File: config.mk
export PLATFORM = sky130hd
export DESIGN_NAME = rr_arbiter8
export DESIGN_NICKNAME = d
export VERILOG_FILES = /design/src/rtl/rr_arb_pkg.sv /design/src/rtl/rr_pick8.sv /design/src/rtl/rr_arbiter8.sv
export SDC_FILE = /design/constraint.sdc
export NUM_CORES = 1
export LEC_CHECK = 0
export ABC_CLOCK_PERIOD_IN_PS = 3690
export CORE_MARGIN = 10
export CORE_UTILIZATION = 52
export CTS_BUF_LIST = sky130_fd_sc_hd__clkbuf_4 sky130_fd_sc_hd__clkbuf_8 sky130_fd_sc_hd__clkbuf_16
export DETAILED_ROUTE_END_ITERATION = 10
export PLACE_DENSITY = 0.86
export SLEW_MARGIN = 20
export SYNTH_ARGS = -nofsm -noshare
export SYNTH_HDL_FRONTEND = slang
export SYNTH_HIERARCHICAL = 1
export SYNTH_SLANG_ARGS = --single-unit
File: constraint.sdc
create_clock -name clk -period 3.69 [get_ports clk]
set_clock_uncertainty 0.2 [all_clocks]
set_input_delay 0.369 -clock clk [delete_from_list [all_inputs] [get_ports clk]]
set_output_delay 0.369 -clock clk [all_outputs]
set_load 0.005 [all_outputs]
File: src/rtl/rr_arb_pkg.sv
// Shared definitions for the 8-requester round-robin arbiter.
//   N        : number of requesters (fixed at 8, matches the 8-to-3 encoder)
//   PTR_W    : width of a requester index
//   arb_state_t : arbiter FSM states
//   onehot8  : index -> one-hot grant vector
package rr_arb_pkg;

    localparam int N     = 8;
    localparam int PTR_W = 3;

    typedef enum logic {
        IDLE  = 1'b0,
        GRANT = 1'b1
    } arb_state_t;

    function automatic logic [N-1:0] onehot8(input logic [PTR_W-1:0] idx);
        onehot8 = 8'b0000_0001 << idx;
    endfunction

endpackage

File: src/rtl/rr_pick8.sv
// Combinational round-robin picker.
// Returns the first set bit of m when scanning s, s+1, ..., 7, 0, ..., s-1.
//   m     : candidate mask
//   s     : scan start position
//   idx   : index of the first set bit found
//   found : 1 when m has any bit set
module rr_pick8
    import rr_arb_pkg::*;
(
    input  logic [N-1:0]     m,
    input  logic [PTR_W-1:0] s,
    output logic [PTR_W-1:0] idx,
    output logic             found
);

    logic [PTR_W-1:0] pos_s;

    // Scan from the far end back towards s so the last hit is the nearest one.
    always_comb begin
        idx   = 3'd0;
        found = 1'b0;
        pos_s = 3'd0;
        for (int k = N - 1; k >= 0; k--) begin
            pos_s = s + 3'(k);
            if (m[pos_s]) begin
                found = 1'b1;
                idx   = pos_s;
            end else begin
                found = found;
                idx   = idx;
            end
        end
    end

endmodule

File: src/rtl/rr_arbiter8.sv
// 8-requester round-robin arbiter with grant locking and a hold-time limit.
// The grant bus feeds an 8-to-3 one-hot encoder, so it is always one-hot or zero.
//   clk         : rising-edge clock
//   rst_n       : asynchronous active-low reset
//   req         : level-sensitive request lines, bit i = requester i
//   grant       : registered one-hot grant, zero when idle
//   grant_valid : registered OR of grant
//   timeout     : registered 1-cycle pulse when the owner was rotated by MAX_HOLD
// MAX_HOLD: max consecutive cycles per owner (1..255), 0 disables the limit.
module rr_arbiter8
    import rr_arb_pkg::*;
#(
    parameter int MAX_HOLD = 15
) (
    input  logic         clk,
    input  logic         rst_n,
    input  logic [N-1:0] req,
    output logic [N-1:0] grant,
    output logic         grant_valid,
    output logic         timeout
);

    localparam int HOLD_W = (MAX_HOLD == 0) ? 1 : $clog2(MAX_HOLD + 1);
    localparam logic [HOLD_W-1:0] HOLD_LAST = HOLD_W'(MAX_HOLD - 1);

    arb_state_t        state_r, state_nx_s;
    logic [PTR_W-1:0]  ptr_r, ptr_nx_s;
    logic [PTR_W-1:0]  owner_r, owner_nx_s;
    logic [HOLD_W-1:0] hold_cnt_r, hold_nx_s;
    logic [N-1:0]      grant_r, grant_nx_s;
    logic              grant_valid_r;
    logic              timeout_r, timeout_nx_s;

    logic [PTR_W-1:0]  pick_start_s;
    logic [PTR_W-1:0]  pick_idx_s;
    logic              pick_found_s;
    logic              owner_req_s;
    logic              expire_s;
    logic              release_s;

    // Single picker: IDLE searches from ptr, GRANT searches from just past the owner.
    always_comb begin
        pick_start_s = ptr_r;
        if (state_r == GRANT) begin
            pick_start_s = owner_r + 3'd1;
        end else begin
            pick_start_s = ptr_r;
        end
    end

    rr_pick8 u_pick (
        .m     (req),
        .s     (pick_start_s),
        .idx   (pick_idx_s),
        .found (pick_found_s)
    );

    // Release conditions for the current owner.
    always_comb begin
        owner_req_s = req[owner_r];
        expire_s    = 1'b0;
        if ((MAX_HOLD != 0) && owner_req_s && (hold_cnt_r == HOLD_LAST)) begin
            expire_s = 1'b1;
        end else begin
            expire_s = 1'b0;
        end
        release_s = !owner_req_s || expire_s;
    end

    // Next-state and next-output logic.
    always_comb begin
        state_nx_s   = state_r;
        ptr_nx_s     = ptr_r;
        owner_nx_s   = owner_r;
        hold_nx_s    = hold_cnt_r;
        grant_nx_s   = grant_r;
        timeout_nx_s = 1'b0;
        case (state_r)
            IDLE: begin
                if (pick_found_s) begin
                    state_nx_s = GRANT;
                    owner_nx_s = pick_idx_s;
                    grant_nx_s = onehot8(pick_idx_s);
                    hold_nx_s  = '0;
                end else begin
                    state_nx_s = IDLE;
                    grant_nx_s = 8'h00;
                end
            end
            GRANT: begin
                if (release_s) begin
                    // An expiring owner is still in req, but the scan starts past it,
                    // so it can only win when nobody else is asking.
                    ptr_nx_s     = owner_r + 3'd1;
                    timeout_nx_s = expire_s;
                    hold_nx_s    = '0;
                    if (pick_found_s) begin
                        state_nx_s = GRANT;
                        owner_nx_s = pick_idx_s;
                        grant_nx_s = onehot8(pick_idx_s);
                    end else begin
                        state_nx_s = IDLE;
                        grant_nx_s = 8'h00;
                    end
                end else begin
                    hold_nx_s = hold_cnt_r + HOLD_W'(1);
                end
            end
            default: begin
                state_nx_s = IDLE;
                grant_nx_s = 8'h00;
                hold_nx_s  = '0;
            end
        endcase
    end

    // State and registered outputs.
    always_ff @(posedge clk or negedge rst_n) begin
        if (!rst_n) begin
            state_r       <= IDLE;
            ptr_r         <= 3'd0;
            owner_r       <= 3'd0;
            hold_cnt_r    <= '0;
            grant_r       <= 8'h00;
            grant_valid_r <= 1'b0;
            timeout_r     <= 1'b0;
        end else begin
            state_r       <= state_nx_s;
            ptr_r         <= ptr_nx_s;
            owner_r       <= owner_nx_s;
            hold_cnt_r    <= hold_nx_s;
            grant_r       <= grant_nx_s;
            grant_valid_r <= |grant_nx_s;
            timeout_r     <= timeout_nx_s;
        end
    end

    assign grant       = grant_r;
    assign grant_valid = grant_valid_r;
    assign timeout     = timeout_r;

endmodule

==> flow_metrics.py, run 1 <==
metrics = {
    "placed_design": {
        "dp_cells": 254,
        "place_hpwl_mm": 3.453,
        "preCtsSetupSlack_ps": 54.03,
        "place_area_um2": 2228,
        "port_buffers": 19,
        "gp_congestion": 1.023,
    },
    "yosys": {
        "synth.top_cell.area_share": 0.2691,
        "synth-compound-area-share": 0.1557,
        "ys_seq_elements": 21,
        "synth_top_family_by_area": "multiplexers",
        "yosys_warnings": 6,
        "yosysSeqAreaShare": 0.2691,
        "synthesis.area_um2": 1953,
        "syn_area_per_cell_um2": 10.33,
        "yosys.area.top_type": "dfrtp_1",
        "synth_xor_area_frac": 0.01794,
        "syn-num-nets": 204,
        "synthMuxAreaShare": 0.3024,
        "synth_edf_count": 0,
        "async_flop_share": 1.000,
        "synth_cell_types": 53,
        "ys.flop_type": "dfrtp_1",
        "synth_area_leaders": "dfrtp_1 (27%), mux2_2 (12%), mux4_1 (6.7%)",
        "synth_fa_ha_area_frac": 0.03203,
        "yosys.area_share.simple": 0.1691,
        "syn_inst": 189,
    },
    "floorplanning": {
        "initial_utilization": 0.5375,
        "dieArea_um2": 6607,
        "fp-row-count": 22,
        "fp.coreArea_um2": 3633,
        "die_h_um": 81.29,
        "pin_count": 20,
        "fp.dieW_um": 81.29,
    },
    "worst_setup_path": {
        "critPathLaunchType": "flop",
        "r2r_setup_slack_ps": 150,
        "endpoint_kind": "flop",
        "cp.arrival_ps": 3490,
        "rr_worst_depth": 13,
        "cp_max_fo": 9,
        "cp.required_ps": 3650,
        "critPathKind": "flop to flop",
    },
    "cts": {
        "clk_latency_ps": 260,
        "htreeDepth": 1,
        "ctsHoldBuffers": 0,
        "cts_sinks": 21,
        "cts_buffers": 3,
        "cts_root_buffer": "clkbuf_8",
        "clockBufferDepth": 2,
        "cts.clk_slew.worst_paths_ps": 80,
        "cts_tree": "yes",
    },
    "global_route": {
        "grt_start_max_net_pins": 22,
        "grt_busiest_layer": "met2",
        "grtUsageMet2": 0.2354,
        "grt_use_met1": 0.1758,
        "met3_usage": 0.02980,
        "grt_pass1_wl_mm": 7.493,
        "antenna_found_initial": 0,
        "grt-ovfl-total": 0,
        "grt_util_all_layers": 0.1376,
        "grt_pass1_vias": 1584,
    },
    "detailed_routing": {
        "drc_errors": 0,
        "drt_iter0_markers": 183,
        "drt_wl_total_mm": 4.512,
        "via_count": 1637,
        "vias_per_cell": 6.272,
        "wl_per_cell_um": 17.29,
        "final_antenna_net_count": 0,
        "drt_pre_antenna_iters": 4,
    },
    "sta": {
        "period_minus_slack_ps": 3537,
        "drv_slew": 0,
        "worst_pin_slew_ps": 931.6,
        "setup_viol": 0,
        "finalHoldViolCount": 0,
        "setup_slack_ps": 153.2,
        "fin_crit_sh": 0.9585,
        "fmax_mhz": 282.7,
        "slew_headroom": 0.3770,
        "grt_setup_unrepaired": "false",
        "tns_ps": 0,
    },
    "flow_run": {
        "maxCapViolCount": 0,
    },
    "finish": {
        "stdcell_count": 261,
        "final_common_cell": "dfrtp_1",
        "drive_above_1_share": 0.2770,
        "design_area_um2": 2322,
        "n_antenna_cell": 0,
        "layout_common_cells": "dfrtp_1 (21), mux2_2 (19), clkdlybuf4s50_1 (19), nor2_1 (17), nand2_1 (13)",
        "syn_to_final_growth_pct": 18.90,
        "nets": 229,
    },
    "min_path": {
        "whs_path_depth": 1,
        "min_path_type": "flop to flop",
    },
    "status": {
        "outcome": "complete, no violations",
    },
}
## metal layers
layer  share of wire  wire length, um  up-vias
met1            0.44             1963      785
met2            0.49             2201       67
li1                -                -      777
met3           0.063              283        8
met4           0.014               63        0
met5               0                0        -
## synthesized netlist by cell type, types with 2 or more instances
cell       n
a21oi_1    7
a211o_1    2
nand3_1    2
and3_1     3
clkbuf_1   2
nand2_1   13
mux2_2    20
mux4_1     5
a311o_1    2
inv_1      8
buf_4      3
dfrtp_1   21
mux4_2     5
o22ai_1    2
mux2i_1    8
nor2b_1    3
mux2_4     2
nor4_1     6
nor2_1    17
xor2_1     3
nand2b_1   7
a31oi_1    3
and2_1     4
nor3_1     4
buf_6      4
o21ai_0    2
ha_1       5
## cell type report
type | count | area [um2]
multi-input cells | 151 | 1378
fillers | 324 | 1311
flip-flops and latches | 21 | 525.5
repair buffers | 29 | 277.8
well taps | 48 | 60.06
clock buffers | 3 | 41.29
inverters | 8 | 35.03
clock inverters | 1 | 5.005
## final timing paths
kind,start,to
max,owner_r[1]$_DFFE_PN0P_,grant[3]$_DFF_PN0_
max reg2reg,owner_r[1]$_DFFE_PN0P_,grant[3]$_DFF_PN0_
min in group asynchronous,rst_n,owner_r[2]$_DFFE_PN0P_
min,ptr_r[1]$_DFFE_PN0P_,ptr_r[1]$_DFFE_PN0P_
max in group asynchronous,rst_n,owner_r[0]$_DFFE_PN0P_
min reg2reg,ptr_r[1]$_DFFE_PN0P_,ptr_r[1]$_DFFE_PN0P_
## critical path, stage by stage (launching register included)
cell      delay [ps]
dfrtp_1          410
ha_1             300
mux2_4           320
inv_6            100
ha_4             230
mux4_2           380
mux2_4           310
o21ai_2          130
a31oi_1           90
o21bai_1         200
mux2_4           360
nand2b_1         100
nor2_1            50
mux2_2           250
## state kept, by name, summed over array words and instances, names as in the netlist
signal       count
owner_r          3
timeout          1
hold_cnt_r       4
grant            8
state_r          1
grant_valid      1
ptr_r            3
## per-stage QoR
step | hold WS, ps | utilization
after floorplan | -126.6 | -
after global placement | 289.8 | 0.6133
after detailed placement | 298.0 | 0.6133
after CTS | 315.0 | 0.6260
after global routing | 337.5 | 0.6391
final | 313.0 | 0.6391
## cells by family after synthesis
logic type / Yosys count
compound gates: 37
buf+inv: 17
mux: 41
xor+xnor: 4
simple gates: 64
flops: 21
fa+ha+maj: 5
## timing repair
item                                    CTS  global route
endpoints found under the hold margin     0             0
endpoints found under the setup margin    0             9
setup buffers                             0             3
gates resized for setup                   0             7
Power of run 1 is not shown: default switching activity piles up to over one toggle a cycle in this logic, so the estimate is an artifact.
==> run 2, diff against run 1 <==
Settings changed: CAP_MARGIN set to 20.
==> results of run 2 <==
Final layout, timing and power as in run 1 (identical DEF).
Power of run 2 is left out for the same reason.
